### src/rtl/int_sched.sv
// Machine-level interrupt scheduler: latches CLINT pulses, masks with mie/mstatus.MIE
// and presents one prioritised cause at a time to the core over REQ/ACK.
module int_sched #(
  parameter int unsigned MAX_WAIT    = 32'd256,
  parameter int unsigned COOL_CYCLES = 32'd2
) (
  input  logic        CLK,
  input  logic        RST,
  input  logic        CLINT_INT_EN,
  input  logic [3:0]  CLINT_INT_CODE,
  input  logic        EXT_INT,
  input  logic        MSTATUS_MIE,
  input  logic [31:0] MIE,
  input  logic        INT_ACK,
  output logic        INT_REQ,
  output logic [3:0]  INT_CAUSE,
  output logic [31:0] MIP
);

  localparam int unsigned CAUSE_W = 4;
  localparam int unsigned CNT_W   = 32;

  localparam logic [CAUSE_W-1:0] CAUSE_NONE = 4'd0;
  localparam logic [CAUSE_W-1:0] CAUSE_SW   = 4'd3;
  localparam logic [CAUSE_W-1:0] CAUSE_TM   = 4'd7;
  localparam logic [CAUSE_W-1:0] CAUSE_EXT  = 4'd11;

  // Terminal counts; a cool-down of zero is treated as one cycle.
  localparam logic [CNT_W-1:0] WAIT_LAST = CNT_W'(MAX_WAIT - 32'd1);
  localparam logic [CNT_W-1:0] COOL_LAST =
    (COOL_CYCLES > 32'd1) ? CNT_W'(COOL_CYCLES - 32'd1) : '0;

  typedef enum logic [1:0] {
    ST_IDLE = 2'd0,
    ST_REQ  = 2'd1,
    ST_COOL = 2'd2
  } state_e;

  state_e               state_q, state_d;
  logic                 pend_sw_q, pend_sw_d;
  logic                 pend_tm_q, pend_tm_d;
  logic [CNT_W-1:0]     wait_cnt_q, wait_cnt_d;
  logic [CNT_W-1:0]     cool_cnt_q, cool_cnt_d;
  logic                 int_req_q, int_req_d;
  logic [CAUSE_W-1:0]   int_cause_q, int_cause_d;

  logic                 en_ext_c, en_sw_c, en_tm_c, any_en_c;
  logic [CAUSE_W-1:0]   top_cause_c;
  logic                 cause_en_c;
  logic                 set_sw_c, set_tm_c, clr_sw_c;
  logic                 ack_c, timeout_c;

  // Only mie bits 3, 7 and 11 carry meaning here.
  logic mie_unused;
  assign mie_unused = ^{MIE[31:12], MIE[10:8], MIE[6:4], MIE[2:0]};

  // Masked enable vector and fixed priority MEI > MSI > MTI.
  always_comb begin
    en_ext_c    = MSTATUS_MIE & EXT_INT   & MIE[11];
    en_sw_c     = MSTATUS_MIE & pend_sw_q & MIE[3];
    en_tm_c     = MSTATUS_MIE & pend_tm_q & MIE[7];
    any_en_c    = en_ext_c | en_sw_c | en_tm_c;
    top_cause_c = CAUSE_NONE;
    if (en_ext_c) begin
      top_cause_c = CAUSE_EXT;
    end else if (en_sw_c) begin
      top_cause_c = CAUSE_SW;
    end else if (en_tm_c) begin
      top_cause_c = CAUSE_TM;
    end
  end

  // Enable of the cause currently held in REQ.
  always_comb begin
    cause_en_c = 1'b0;
    case (int_cause_q)
      CAUSE_EXT: cause_en_c = en_ext_c;
      CAUSE_SW:  cause_en_c = en_sw_c;
      CAUSE_TM:  cause_en_c = en_tm_c;
      default:   cause_en_c = 1'b0;
    endcase
  end

  always_comb begin
    set_sw_c  = CLINT_INT_EN  && (CLINT_INT_CODE == CAUSE_SW);
    set_tm_c  = CLINT_INT_EN  && (CLINT_INT_CODE == CAUSE_TM);
    clr_sw_c  = !CLINT_INT_EN && (CLINT_INT_CODE == CAUSE_SW);
    ack_c     = (state_q == ST_REQ) && INT_ACK;
    timeout_c = (MAX_WAIT != 32'd0) && (wait_cnt_q == WAIT_LAST);
  end

  // Pending latches: clears are applied first so a same-cycle set wins.
  always_comb begin
    pend_sw_d = pend_sw_q;
    pend_tm_d = pend_tm_q;
    if (ack_c && (int_cause_q == CAUSE_SW)) begin
      pend_sw_d = 1'b0;
    end
    if (ack_c && (int_cause_q == CAUSE_TM)) begin
      pend_tm_d = 1'b0;
    end
    if (clr_sw_c) begin
      pend_sw_d = 1'b0;
    end
    if (set_sw_c) begin
      pend_sw_d = 1'b1;
    end
    if (set_tm_c) begin
      pend_tm_d = 1'b1;
    end
  end

  // Request FSM next state and registered outputs.
  always_comb begin
    state_d     = state_q;
    int_req_d   = int_req_q;
    int_cause_d = int_cause_q;
    wait_cnt_d  = wait_cnt_q;
    cool_cnt_d  = cool_cnt_q;
    case (state_q)
      ST_IDLE: begin
        if (any_en_c) begin
          state_d     = ST_REQ;
          int_req_d   = 1'b1;
          int_cause_d = top_cause_c;
          wait_cnt_d  = '0;
        end
      end
      ST_REQ: begin
        if (ack_c) begin
          state_d     = ST_COOL;
          int_req_d   = 1'b0;
          int_cause_d = CAUSE_NONE;
          cool_cnt_d  = '0;
        end else if (!cause_en_c || timeout_c) begin
          state_d     = ST_IDLE;
          int_req_d   = 1'b0;
          int_cause_d = CAUSE_NONE;
        end else if (MAX_WAIT != 32'd0) begin
          wait_cnt_d  = wait_cnt_q + CNT_W'(1);
        end
      end
      ST_COOL: begin
        if (cool_cnt_q >= COOL_LAST) begin
          state_d    = ST_IDLE;
        end else begin
          cool_cnt_d = cool_cnt_q + CNT_W'(1);
        end
      end
      default: begin
        state_d     = ST_IDLE;
        int_req_d   = 1'b0;
        int_cause_d = CAUSE_NONE;
      end
    endcase
  end

  always_ff @(posedge CLK) begin
    if (RST) begin
      state_q     <= ST_IDLE;
      pend_sw_q   <= 1'b0;
      pend_tm_q   <= 1'b0;
      wait_cnt_q  <= '0;
      cool_cnt_q  <= '0;
      int_req_q   <= 1'b0;
      int_cause_q <= CAUSE_NONE;
    end else begin
      state_q     <= state_d;
      pend_sw_q   <= pend_sw_d;
      pend_tm_q   <= pend_tm_d;
      wait_cnt_q  <= wait_cnt_d;
      cool_cnt_q  <= cool_cnt_d;
      int_req_q   <= int_req_d;
      int_cause_q <= int_cause_d;
    end
  end

  assign INT_REQ   = int_req_q;
  assign INT_CAUSE = int_cause_q;

  // mip read value: latched software/timer pending plus the live external line.
  always_comb begin
    MIP     = '0;
    MIP[3]  = pend_sw_q;
    MIP[7]  = pend_tm_q;
    MIP[11] = EXT_INT;
  end

endmodule

### config.mk
export PLATFORM = sky130hd
export DESIGN_NAME = int_sched
export DESIGN_NICKNAME = d
export VERILOG_FILES = /design/src/rtl/int_sched.sv
export SDC_FILE = /design/constraint.sdc
export NUM_CORES = 1
export LEC_CHECK = 0
export CAP_MARGIN = 40
export CELL_PAD_IN_SITES_DETAIL_PLACEMENT = 1
export CELL_PAD_IN_SITES_GLOBAL_PLACEMENT = 1
export CORE_MARGIN = 5
export CORE_UTILIZATION = 25
export CTS_BUF_LIST = sky130_fd_sc_hd__clkbuf_16
export CTS_CLUSTER_DIAMETER = 100
export DETAILED_ROUTE_END_ITERATION = 6
export DONT_BUFFER_PORTS = 1
export GPL_ROUTABILITY_DRIVEN = 0
export GPL_TIMING_DRIVEN = 1
export PLACE_DENSITY = 0.49
export SLEW_MARGIN = 0
export SYNTH_ARGS = -nofsm -noshare
export SYNTH_HDL_FRONTEND = slang
export SYNTH_SLANG_ARGS = --single-unit
### constraint.sdc
create_clock -name CLK -period 4.5 [get_ports CLK]
set_input_delay 0.9 -clock CLK [delete_from_list [all_inputs] [get_ports CLK]]
set_output_delay 0.9 -clock CLK [all_outputs]
set_load 0.03 [all_outputs]
Word-level counts from Yosys, hierarchy flattened
Cells that the tools add are included.
- flip-flop bits (word level): 73
- bits of input ports: 42
- output and inout bits: 37
- add/sub/neg operators: 2
- order comparisons: 1
- eq/ne operators: 15
- multiplexer cells: 29
- bitwise logic cells: 9
- reduce and logical (&&, ||, !) cells: 18
- operator list (kind ; count):
    $mux W32 ; 5
    $pmux W32 S2 ; 2
    $add A32 B1 Y32 const B ; 2
    $eq A32 B8 Y1 const B ; 1
    $ge A32 B1 Y1 const B ; 1
    $mux W4 ; 4
    $ne A2 B2 Y1 const B ; 6
    $pmux W4 S3 ; 1
    $reduce_and A3 Y1 ; 3
    $eq A4 B2 Y1 const B ; 2
    $eq A4 B3 Y1 const B ; 2
    $mux W1 ; 8
    $mux W2 ; 4
    $and A1 B1 Y1 ; 6
    $logic_and A1 B1 Y1 ; 6
    $mux W3 ; 2
    $pmux W1 S3 ; 2
    $pmux W2 S3 ; 1
    $reduce_bool A2 Y1 ; 3
    $eq A4 B4 Y1 const B ; 1
    $reduce_and A4 Y1 ; 1
    $ne A3 B2 Y1 const B ; 1
    $reduce_bool A3 Y1 ; 1
    $eq A2 B1 Y1 const B ; 1
    other kinds (6) ; 8

Longest topological paths before layout
Gate-level depths: netlist of the first run.
- depth after elaboration: 8
- gate-level depth with buffers: 9

Worst setup path after synthesis of the first run
No wires, ideal clock.
- kind: input port to flip-flop
- start point: in MIE[3]
- end point: reg wait_cnt_q[17]
- arrival time: 2429 ps
- data required time: 4441 ps
- slack: 2012 ps
- stages: 7
- path buffers: 1
- cells stage by stage: a22o_1 > a21oi_1 > nor3_1 > or2_2 > clkbuf_1 > or4_1 > nand2_1
- word-level cells in the longest chain between the ends: 6
- elaborated cells on any way between the ends: 9
- those cells by class: eq/ne: 2; mux: 1; bitwise: 3; reduce/logical: 3
- RTL lines (item ; RTL line ; RTL):
    start, declared ; 13 ; input logic [31:0] MIE,
    $and A1 B1 Y1 (*) ; 60 ; en_sw_c = MSTATUS_MIE & pend_sw_q & MIE[3];
    $pmux W1 S3 ; 76 ; case (int_cause_q)
    $logic_not A1 Y1 ; 135 ; end else if (!cause_en_c || timeout_c) begin
    $logic_or A1 B1 Y1 ; 135 ;
    $ne A2 B2 Y1 (no line) ; - ;
    $reduce_and A4 Y1 (no line) (*) ; - ;
    end signal, assigned ; 171 ; wait_cnt_q <= wait_cnt_d;
    end, declared ; 42 ; logic [CNT_W-1:0] wait_cnt_q, wait_cnt_d;
Mark *: on every way between the ends. The rest lies on a longest branch, timed or not.
A chain may end at the register's enable or synchronous reset.

Worst setup path after layout of the first run
- start point: reg int_cause_q[1], in the netlist INT_CAUSE[1]
- end point: reg wait_cnt_q[28]
- word-level cells in the longest chain between the ends: 6
- elaborated cells on any way between the ends: 8
- those cells by class: eq/ne: 4; mux: 1; reduce/logical: 3
- RTL lines (item ; RTL line ; RTL):
    start, declared ; 45 ; logic [CAUSE_W-1:0] int_cause_q, int_cause_d;
    start signal, assigned ; 174 ; int_cause_q <= int_cause_d;
    $eq A4 B3 Y1, or another cell as far along ; 76 ;
    $pmux W1 S3 (*) ; 76 ;
    $logic_not A1 Y1 (*) ; 135 ;
    $logic_or A1 B1 Y1 (*) ; 135 ;
    $ne A2 B2 Y1 (no line) (*) ; - ;
    $reduce_and A4 Y1 (no line) (*) ; - ;
Marks and branches as above.

==> out/qor.yml, run 1 <==
yosys:
  synth_cell_types: 48
  ys_seq_area_frac: 0.4183
  synth_cells: 403
  synth-edff-count: 0
  synth_area_sq_mm: 0.003446
  synth_warnings: 0
  synth_flop_cell: "dfxtp_1"
  ys_ff_latch: 72
  synth_area_per_cell_sq_um: 8.550
  synthArstFlopShare: 0
worst_hold_path:
  holdCritPathClass: "flip-flop to flip-flop"
setup_path:
  path_max_fanout: 41
  path_class: "flip-flop to flip-flop"
  critPathSlowestCell: "dfxtp_1"
  critPathCaptureType: "flip-flop"
  cp_slowest_stage_delay_ps: 760
  path_cells: "nor4bb_1 > a31oi_4 > buf_4 > or4_2 > a21oi_1"
  start_kind: "flip-flop"
  crit_arrival_ps: 3150
  required_ps: 4760
clock_tree:
  ctsRootBufferMaster: "clkbuf_16"
  clock_sinks: 72
  cts.clk_slew.worst_paths_ps: 60
  cts_tree: "built"
  post_cts_resized: 0
  clk_latency_ps: 330
  cts_setup_buffers: 0
  cts_made_buffers: 9
  cts_max_level: 3
  hold_buffers: 0
  clockBufferDepth: 2
detailed_routing:
  wire_per_inst_microns: 14.66
  routed-via-count: 2836
  drt-pass1-iter-count: 4
  post-route-drc-count: 0
  vias_per_cell: 4.932
  routed_wl_microns: 8428
  antenna_left: 0
  drtIter0Drc: 125
floorplan:
  start_util: 0.2512
  core_sq_mm: 0.01372
  die_width_microns: 127.4
  ios: 79
  rows: 43
  dieArea_sq_mm: 0.01623
  die_h_microns: 127.4
timing:
  slew_headroom: 0.4395
  setup_tns_ps: 0
  final.setup.worst_slack_ps: 1606
  finalCritPeriodShare: 0.6431
  slew_violations: 0
  fin_skew_ps: 5.394
  rsz0062_at_grt: "no"
  hold_violations: 0
  worst_pin_slew_ps: 833.6
  min_period_ps: 2894
  fmax_mhz: 345.5
  setup_viol: 0
global_route:
  grt_usage: 0.1077
  grt_pass1_vias: 2830
  grt_pass1_wl_microns: 14080
  overflow: 0
  grt_max_degree: 42
  antenna_found_initial: 0
placed_design:
  place_ws_ps: 1422
  port_buffers: 0
  dp_cells: 559
  dp_hpwl_microns: 5650
  dpl_cell_area_sq_mm: 0.003451
finish:
  drive_above_1_share: 0.08101
  nets: 436
  fin_area_sq_mm: 0.003787
  antennaDiodeCount: 0
  n_fill_cell: 1614
  synthToLayoutAreaGrowth_pct: 9.913
  stdcell_count: 575
power_and_ir_drop:
  irDropWorstVdd_uv: 184.2
  powerDensity_mw_per_mm2: 403.1
  p_leak_nw: 1.382
job:
  max-cap-violations: 0
run_status:
  status: "complete, no violations"
## placed cells by master (no fill, tap or decap), types with 2 or more instances in the layout
master     count
a21oi_1       37
and2_1         3
and3_1        32
and4_1         2
and4_4         2
buf_4          2
bufinv_16      3
clkbuf_16      9
conb_1        29
dfxtp_1       72
ha_1           4
inv_1         10
nand2_1       21
nand3_1       17
nand4_1       12
nand4b_1       2
nor2_1        20
nor3_1         4
nor4_1        12
nor4b_1        2
o211ai_1       2
o21ai_0       23
o31ai_1        8
or2_2          2
or3_1         28
or3_2          2
or4_1          8
or4_2          5
## state kept, by name, summed over array words and instances (netlist names)
name and cells:
INT_CAUSE 3, pend_tm_q 1, cool_cnt_q 32, wait_cnt_q 32, INT_REQ 1, state_q 2, pend_sw_q 1
## synthesized netlist by cell type (all sizes together) (3+ instances only)
master	number	share of area
and4	4	0.012
ha	4	0.015
o31ai	8	0.017
dfxtp	72	0.42
or3	31	0.058
or4	14	0.033
and2	3	0.0054
nor4	12	0.022
nand2	21	0.023
and3	32	0.058
inv	9	0.0098
buf	39	0.082
clkbuf	15	0.017
o21ai	24	0.035
nand4	13	0.028
nor3	4	0.0058
nand3	17	0.025
nor2	20	0.022
a21oi	37	0.054
## per-layer routing
metal,up-vias,global-route usage,share of wire
met5,-,0,0
met4,0,0.05300,0.022
met3,11,0.02508,0.047
met2,50,0.1657,0.44
met1,1376,0.1416,0.49
li1,1399,-,-
## per-stage QoR
stage               hold WS, ps  utilization  total power, mW
floorplan                 438.8            -           0.7466
global placement          466.0       0.2515           0.7315
detailed placement        469.7       0.2515           0.7322
CTS                       485.6       0.2761            1.556
global route              490.6       0.2761            1.584
finish                    477.4       0.2761            1.527
## logic make-up after synthesis
family | Yosys count | share of synthesized area
muxes | 1 | 0.002905
other | 1 | 0.001088
AOI/OAI and AO/OA | 81 | 0.1387
adders and majority gates | 4 | 0.01452
xor gates and xnor gates | 2 | 0.005084
buffers and inverters | 63 | 0.1086
and+or+nand+nor | 179 | 0.3108
DFF | 72 | 0.4183
## path summary, 6_finish.rpt
| check | end | slack, ps | startpoint | depth (start not counted) |
|---|---|---|---|---|
| worst min-delay path | cool_cnt_q[16] | 480 | cool_cnt_q[16] | 2 |
| worst min register to register | cool_cnt_q[16] | 480 | cool_cnt_q[16] | 2 |
| worst max register to register | wait_cnt_q[28] | 1610 | INT_CAUSE[1] | 5 |
| worst max-delay path | wait_cnt_q[28] | 1610 | INT_CAUSE[1] | 5 |
## layout make-up
class	instances	area (sq um)	area share
flip-flops and latches	72	1441	0.3806
clock buffers	9	225.2	0.05946
multi-input cells	296	1735	0.4582
repair buffers	2	15.01	0.003964
inverters	9	33.78	0.008920
clock inverters	7	111.4	0.02940
well taps	180	225.2	0.05946
## critical path: cells and delay by family (launching register included)
kind / cells / cell delay [ps]
simple gates: 2 / 1210
flops: 1 / 760
buf+inv: 1 / 350
compound gates: 2 / 500
## power by group
group,total [mW],leakage (nW),switching [mW],internal [mW]
logic,0.0683,0.633,0.0585,0.00974
registers,0.650,0.580,0.00895,0.641
clock network,0.809,0.168,0.272,0.537
No activity file was read; power rests on OpenSTA's default activity.
==> inputs of run 2 (changes only) <==
==> constraint.sdc (replaced) <==
create_clock -name CLK -period 2.8 [get_ports CLK]
set_input_delay 0.56 -clock CLK [delete_from_list [all_inputs] [get_ports CLK]]
set_output_delay 0.56 -clock CLK [all_outputs]
set_load 0.03 [all_outputs]
==> run 2 against run 1 <==
Effect of this change:
- sequential power up 60%
- global-route usage up 0.19 points
- non-clock buffer count is 14 higher
- worst hold slack got worse by 190 ps
- sequential share of layout area shrank 0.61 points
- first-iteration DRC count unchanged
- combinational power rose by 87%
- critical path type unchanged
==> out/qor.yml, run 2 (same netlist as run 1, synthesis figures left out) <==
run_status:
  status: "complete, no violations"
clock_tree:
  hold_buffers: 0  # unchanged
  cts_setup_buffers: 0  # unchanged
  cts_made_buffers: 9  # unchanged
  post_cts_resized: 0  # unchanged
  cts_tree: "built"
  clk_latency_ps: 340  # about the same
  clock_sinks: 72  # unchanged
  ctsRootBufferMaster: "clkbuf_16"
  cts_max_level: 3  # unchanged
  clockBufferDepth: 2  # unchanged
  cts.clk_slew.worst_paths_ps: 60  # about the same
detailed_routing:
  routed-via-count: 2858  # +0.78%
  post-route-drc-count: 0  # unchanged
  drt-pass1-iter-count: 4  # unchanged
  drtIter0Drc: 125  # unchanged
  routed_wl_microns: 8563  # +1.6%
  wire_per_inst_microns: 14.54  # -0.81%
  vias_per_cell: 4.852  # -1.6%
  antenna_left: 0  # unchanged
timing:
  finalCritPeriodShare: 0.8685  # +0.2254
  fin_skew_ps: 5.976  # +0.5814 ps
  setup_viol: 0  # unchanged
  slew_violations: 0  # unchanged
  worst_pin_slew_ps: 611.2  # -222.3 ps
  min_period_ps: 2432  # -462.2 ps
  fmax_mhz: 411.2  # +19%
  setup_tns_ps: 0  # unchanged
  final.setup.worst_slack_ps: 368.1  # -1238 ps
  hold_violations: 0  # unchanged
  rsz0062_at_grt: "no"
  slew_headroom: 0.5870  # +0.1474
setup_path:
  crit_arrival_ps: 2700  # -450 ps
  start_kind: "flip-flop"
  cp.buffers_inverters: 0  # -1
  cp_slowest_stage_delay_ps: 610  # -150 ps
  path_cells: "and4_4 > nand4_4 > or4_4 > or3_1 > or3_1 > a21oi_1"
  r2r-end: "wait_cnt_q[30]"
  critPathSlowestCell: "or4_4"
  path_delay_family: "simple AND/OR/NAND/NOR gates"
  critical_path.most_common_cell: "or3_1"
  reg2reg_slack_ps: 370  # -1240 ps
  path_max_fanout: 9  # -78%
  path_class: "flip-flop to flip-flop"
  path_depth: 6  # +1
  critPathCaptureType: "flip-flop"
  r2r-start: "wait_cnt_q[10]"
  reg2reg_depth: 6  # +1
  required_ps: 3070  # -1690 ps
floorplan:
  rows: 43  # unchanged
  die_h_microns: 127.4  # unchanged
  core_sq_mm: 0.01372  # unchanged
  die_width_microns: 127.4  # unchanged
  ios: 79  # unchanged
  dieArea_sq_mm: 0.01623  # unchanged
  start_util: 0.2512  # unchanged
finish:
  antennaDiodeCount: 0  # unchanged
  n_fill_cell: 1628  # +0.87%
  synthToLayoutAreaGrowth_pct: 11.69
  regArea_sq_mm: 0.001441  # unchanged
  nets: 450  # +3.2%
  multiInputGateArea_sq_mm: 0.001735  # unchanged
  fin_area_sq_mm: 0.003849  # +1.6%
  most-common-layout-cells: "72 x dfxtp_1, 37 x a21oi_1, 32 x and3_1, 29 x conb_1, 28 x or3_1"
  drive_above_1_share: 0.1174  # +0.03635
  final_common_cell: "dfxtp_1"
  final_core_util: 0.2805  # +0.004469
global_route:
  grt_pass1_wl_microns: 14310  # +1.6%
  overflow: 0  # unchanged
  grt_usage: 0.1097  # +0.001934
  grt_pass1_vias: 2905  # +2.7%
  antenna_found_initial: 0  # unchanged
  grt_max_degree: 39  # -7.1%
job:
  max-cap-violations: 0  # unchanged
worst_hold_path:
  hold-path-endpoint: "INT_CAUSE[1]"
  hold_start: "RST"
  min_path_cells: 1  # -1
  holdCritPathClass: "input pin to flip-flop"
power_and_ir_drop:
  irDropWorstVdd_uv: 327.3  # +78%
  p_leak_nw: 1.423  # +3.0%
  p_total_mw: 2.240  # +47%
  powerDensity_mw_per_mm2: 582.0  # +44%
placed_design:
  place_ws_ps: 288.1  # -1134 ps
  dpl_cell_area_sq_mm: 0.003568  # +3.4%
  dp_hpwl_microns: 6072  # +7.5%
  port_buffers: 0  # unchanged
## run 2: power breakdown
group | total, mW | internal, mW | switching (mW)
clock network | 1.07 | 0.607 | 0.468
registers | 1.04 | 1.03 | 0.00826
logic | 0.128 | 0.0252 | 0.102
total | 2.24 | 1.66 | 0.579
## run 2: worst register-to-register path, delay by kind of cell, from the launching register on
family          cells  cell delay (ps)
flops               1              440
simple gates        5             1780
compound gates      1              140
## run 2: area by class of cell
class | count | area share
inverters | 9 | 0.008778
clock inverters | 7 | 0.01430
clock buffers | 9 | 0.05852
flip-flops and latches | 72 | 0.3745
multi-input cells | 296 | 0.4509
repair buffers | 16 | 0.03446
well taps | 180 | 0.05852
## run 2: worst max path at each step
| stage | from | endpoint | slack (ps) |
|---|---|---|---|
| 4_1_cts | state_q[0] | wait_cnt_q[15] | 340 |
| 2_1_floorplan | wait_cnt_q[10] | wait_cnt_q[30] | 650 |
| 3_5_place_dp | MIE[7] | wait_cnt_q[15] | 290 |
| 6_report | wait_cnt_q[10] | wait_cnt_q[30] | 370 |
| 5_1_grt | state_q[0] | wait_cnt_q[15] | 210 |
| 3_3_place_gp | MIE[7] | wait_cnt_q[15] | 370 |
## run 2: stage by stage
stage	hold slack, ps	instances
6_report	288.3	589
2_1_floorplan	438.8	431
3_5_place_dp	464.0	573
4_1_cts	273.7	589
3_3_place_gp	458.1	573
5_1_grt	275.0	589
## run 2: metal layers
metal | up-vias | wire (microns) | track usage
li1 | 1430 | - | -
met1 | 1373 | 4138 | 0.1414
met2 | 45 | 3883 | 0.1706
met3 | 10 | 372 | 0.02383
met4 | 0 | 168 | 0.05931
met5 | - | 0 | 0
==> inputs of run 3 (changes only) <==
--- a/config.mk
+++ b/config.mk
@@ -5,6 +5,7 @@
 export SDC_FILE = /design/constraint.sdc
 export NUM_CORES = 1
 export LEC_CHECK = 0
+export ABC_AREA = 1
 export CAP_MARGIN = 40
 export CELL_PAD_IN_SITES_DETAIL_PLACEMENT = 1
 export CELL_PAD_IN_SITES_GLOBAL_PLACEMENT = 1
@@ -16,7 +17,7 @@
 export DONT_BUFFER_PORTS = 1
 export GPL_ROUTABILITY_DRIVEN = 0
 export GPL_TIMING_DRIVEN = 1
-export PLACE_DENSITY = 0.49
+export PLACE_DENSITY = 0.51
 export SLEW_MARGIN = 0
 export SYNTH_ARGS = -nofsm -noshare
 export SYNTH_HDL_FRONTEND = slang
==> run 3 against run 2 <==
Effect of this change:
- register-to-register slack better by 220 ps
- final cell count grew 47%
- non-clock buffer count down 11
- critical endpoint is now wait_cnt_q[26]
==> out/qor.yml, run 3 <==
run_status:
  status: "complete, no violations"
floorplan:
  ios: 79  # unchanged
  rows: 47  # +9.3%
  die_h_microns: 139.9  # +9.8%
  die_width_microns: 139.9  # +9.8%
  core_sq_mm: 0.01658  # +21%
  dieArea_sq_mm: 0.01956  # +20%
  start_util: 0.2542  # +0.003025
worst_hold_path:
  hold_start: "RST"
  holdCritPathClass: "input pin to flip-flop"
  hold-path-endpoint: "pend_sw_q"
  min_path_cells: 1  # unchanged
setup_path:
  path_class: "flip-flop to flip-flop"
  cp.buffers_inverters: 2  # +2
  critPathSlowestCell: "dfxtp_1"
  crit_arrival_ps: 2500  # -200 ps
  critPathCaptureType: "flip-flop"
  cp_slowest_stage_delay_ps: 430  # -180 ps
  startpoint: "wait_cnt_q[0]"
  reg2reg_depth: 11  # +5
  path_delay_family: "simple AND/OR/NAND/NOR gates"
  r2r-end: "wait_cnt_q[26]"
  start_kind: "flip-flop"
  path_max_fanout: 33  # +24
  r2r-start: "wait_cnt_q[0]"
  required_ps: 3080  # about the same
  path_cells: "ha_1 > inv_2 > nor2_4 > nand2_4 > clkinv_2 > nand2_2 > nor2_4 > o21ai_4 > nand2_4 > nand2_1 > a21oi_1"
  reg2reg_slack_ps: 590  # +220 ps
clock_tree:
  clockBufferDepth: 2  # unchanged
  cts_setup_buffers: 0  # unchanged
  post_cts_resized: 0  # unchanged
  ctsRootBufferMaster: "clkbuf_16"
  cts_max_level: 3  # unchanged
  cts_made_buffers: 9  # unchanged
  clock_sinks: 72  # unchanged
  cts.clk_slew.worst_paths_ps: 70  # about the same
  hold_buffers: 0  # unchanged
  clk_latency_ps: 350  # about the same
  cts_tree: "built"
timing:
  final.setup.worst_slack_ps: 588.7  # +220.6 ps
  min_period_ps: 2211  # -220.6 ps
  setup_tns_ps: 0  # unchanged
  setup_viol: 0  # unchanged
  finalCritPeriodShare: 0.7897  # -0.07878
  fin_skew_ps: 8.727  # +2.751 ps
  hold_violations: 0  # unchanged
  fmax_mhz: 452.2  # +10%
  slew_violations: 0  # unchanged
  rsz0062_at_grt: "no"
  worst_pin_slew_ps: 624.7  # +13.43 ps
  slew_headroom: 0.5831  # -0.003858
power_and_ir_drop:
  powerDensity_mw_per_mm2: 552.8  # -5.0%
  p_leak_nw: 1.564  # +9.9%
  irDropWorstVdd_uv: 296.5  # -9.4%
yosys:
  synth.top_cells.by_area: "dfxtp_1 34%, nand2_1 15%, nor2_1 12%, nand3_1 6.5%, buf_4 5.9%"
  synth_cell_types: 28  # -42%
  synth_area_per_cell_sq_um: 6.475  # -24%
  netlist.area_leader.share: 0.3419  # -0.07636
  synth_warnings: 0  # unchanged
  synthArstFlopShare: 0  # unchanged
  ys_ff_latch: 72  # unchanged
  synth_commonest_cells: "166 x nand2_1, 138 x nor2_1, 72 x dfxtp_1, 55 x nand3_1, 49 x inv_1"
  synth_cells: 651  # +62%
  synth_area_sq_mm: 0.004215  # +22%
  ys_seq_area_frac: 0.3419  # -0.07636
  synth_flop_cell: "dfxtp_1"
  yosysTopAreaCell: "dfxtp_1"
  synth-edff-count: 0  # unchanged
  yosysMostFrequentCell: "nand2_1"
finish:
  final_common_cell: "nand2_1"
  n_fill_cell: 2134  # +31%
  nets: 685  # +52%
  antennaDiodeCount: 0  # unchanged
  most-common-layout-cells: "166 x nand2_1, 138 x nor2_1, 72 x dfxtp_1, 55 x nand3_1, 49 x inv_1"
  synthToLayoutAreaGrowth_pct: 8.341
  drive_above_1_share: 0.1118  # -0.005558
global_route:
  grt_usage: 0.1237  # +0.01404
  grt_pass1_wl_microns: 19670  # +37%
  overflow: 0  # unchanged
  grt_max_degree: 69  # +77%
  grt_pass1_vias: 4017  # +38%
  antenna_found_initial: 0  # unchanged
placed_design:
  place_ws_ps: 546.8  # +258.7 ps
  dp_hpwl_microns: 8287  # +36%
  port_buffers: 0  # unchanged
detailed_routing:
  drt-pass1-iter-count: 4  # unchanged
  antenna_left: 0  # unchanged
  wire_per_inst_microns: 13.45  # -7.5%
  drtIter0Drc: 92  # -26%
  vias_per_cell: 4.413  # -9.0%
  routed-via-count: 3813  # +33%
  routed_wl_microns: 11620  # +36%
  post-route-drc-count: 0  # unchanged
job:
  max-cap-violations: 0  # unchanged
[run 3: logic make-up (layout without fill, tap and decap cells)]
kind of cell | Yosys count | in the layout | share of synthesized area
adder cells (fa/ha/maj) | 4 | 4 | 0.01187
flip-flops | 72 | 72 | 0.3419
buffers and inverters | 107 | 72 | 0.1318
other | 1 | 29 | 0.0008896
AO/OA/AOI/OAI | 41 | 41 | 0.06827
XOR/XNOR | 12 | 12 | 0.02493
AND/OR/NAND/NOR | 414 | 414 | 0.4203
[run 3: power by group]
part	total, mW	internal [mW]	switching [mW]
Sequential	1.06	1.04	0.0196
Combinational	0.299	0.0538	0.245
Clock	1.17	0.628	0.539
[run 3: routing by layer]
metal  wire, microns  vias to the layer above  GRT usage
met5               0                        -          0
met4             102                        0    0.02754
met3             351                        8    0.03568
met2            5823                       35     0.2228
met1            5344                     1827     0.1453
li1                -                     1943          -
[run 3: how the worst max path moves through the flow]
stage                     endpoint  slack (ps)  cells past startpoint
global route         wait_cnt_q[4]         350                     11
CTS                  wait_cnt_q[1]         530                     12
detailed placement   wait_cnt_q[1]         550                     12
floorplan           wait_cnt_q[17]        1090                     12
global placement     wait_cnt_q[1]         570                     12
finish              wait_cnt_q[26]         590                     11
[run 3: area by class of cell]
cell class | instances | area, sq um | share of cell area
multi-input combinational | 500 | 2323 | 0.5088
sequential | 72 | 1441 | 0.3156
tap | 220 | 275.3 | 0.06027
clock buffer | 9 | 225.2 | 0.04932
inverter | 51 | 192.7 | 0.04219
clock inverter | 7 | 71.32 | 0.01562
timing repair buffer | 5 | 37.54 | 0.008219
[run 3: worst reg2reg max path, cell delays in order (launching register included)]
cell	delay (ps)
dfxtp_1	430
ha_1	300
inv_2	80
nor2_4	210
nand2_4	110
clkinv_2	80
nand2_2	60
nor2_4	140
o21ai_4	90
nand2_4	390
nand2_1	120
a21oi_1	140
[run 3: metrics by stage]
step                utilization  instances  cell area [sq um]  power, mW  hold slack (ps)
floorplan                     -        679               4320      1.377            417.3
global placement         0.2575        848               4270      1.380            425.8
detailed placement       0.2575        848               4270      1.385            429.9
CTS                      0.2754        864               4567      2.572            258.3
global route             0.2754        864               4567      2.643            251.1
finish                   0.2754        864               4567      2.524            268.8
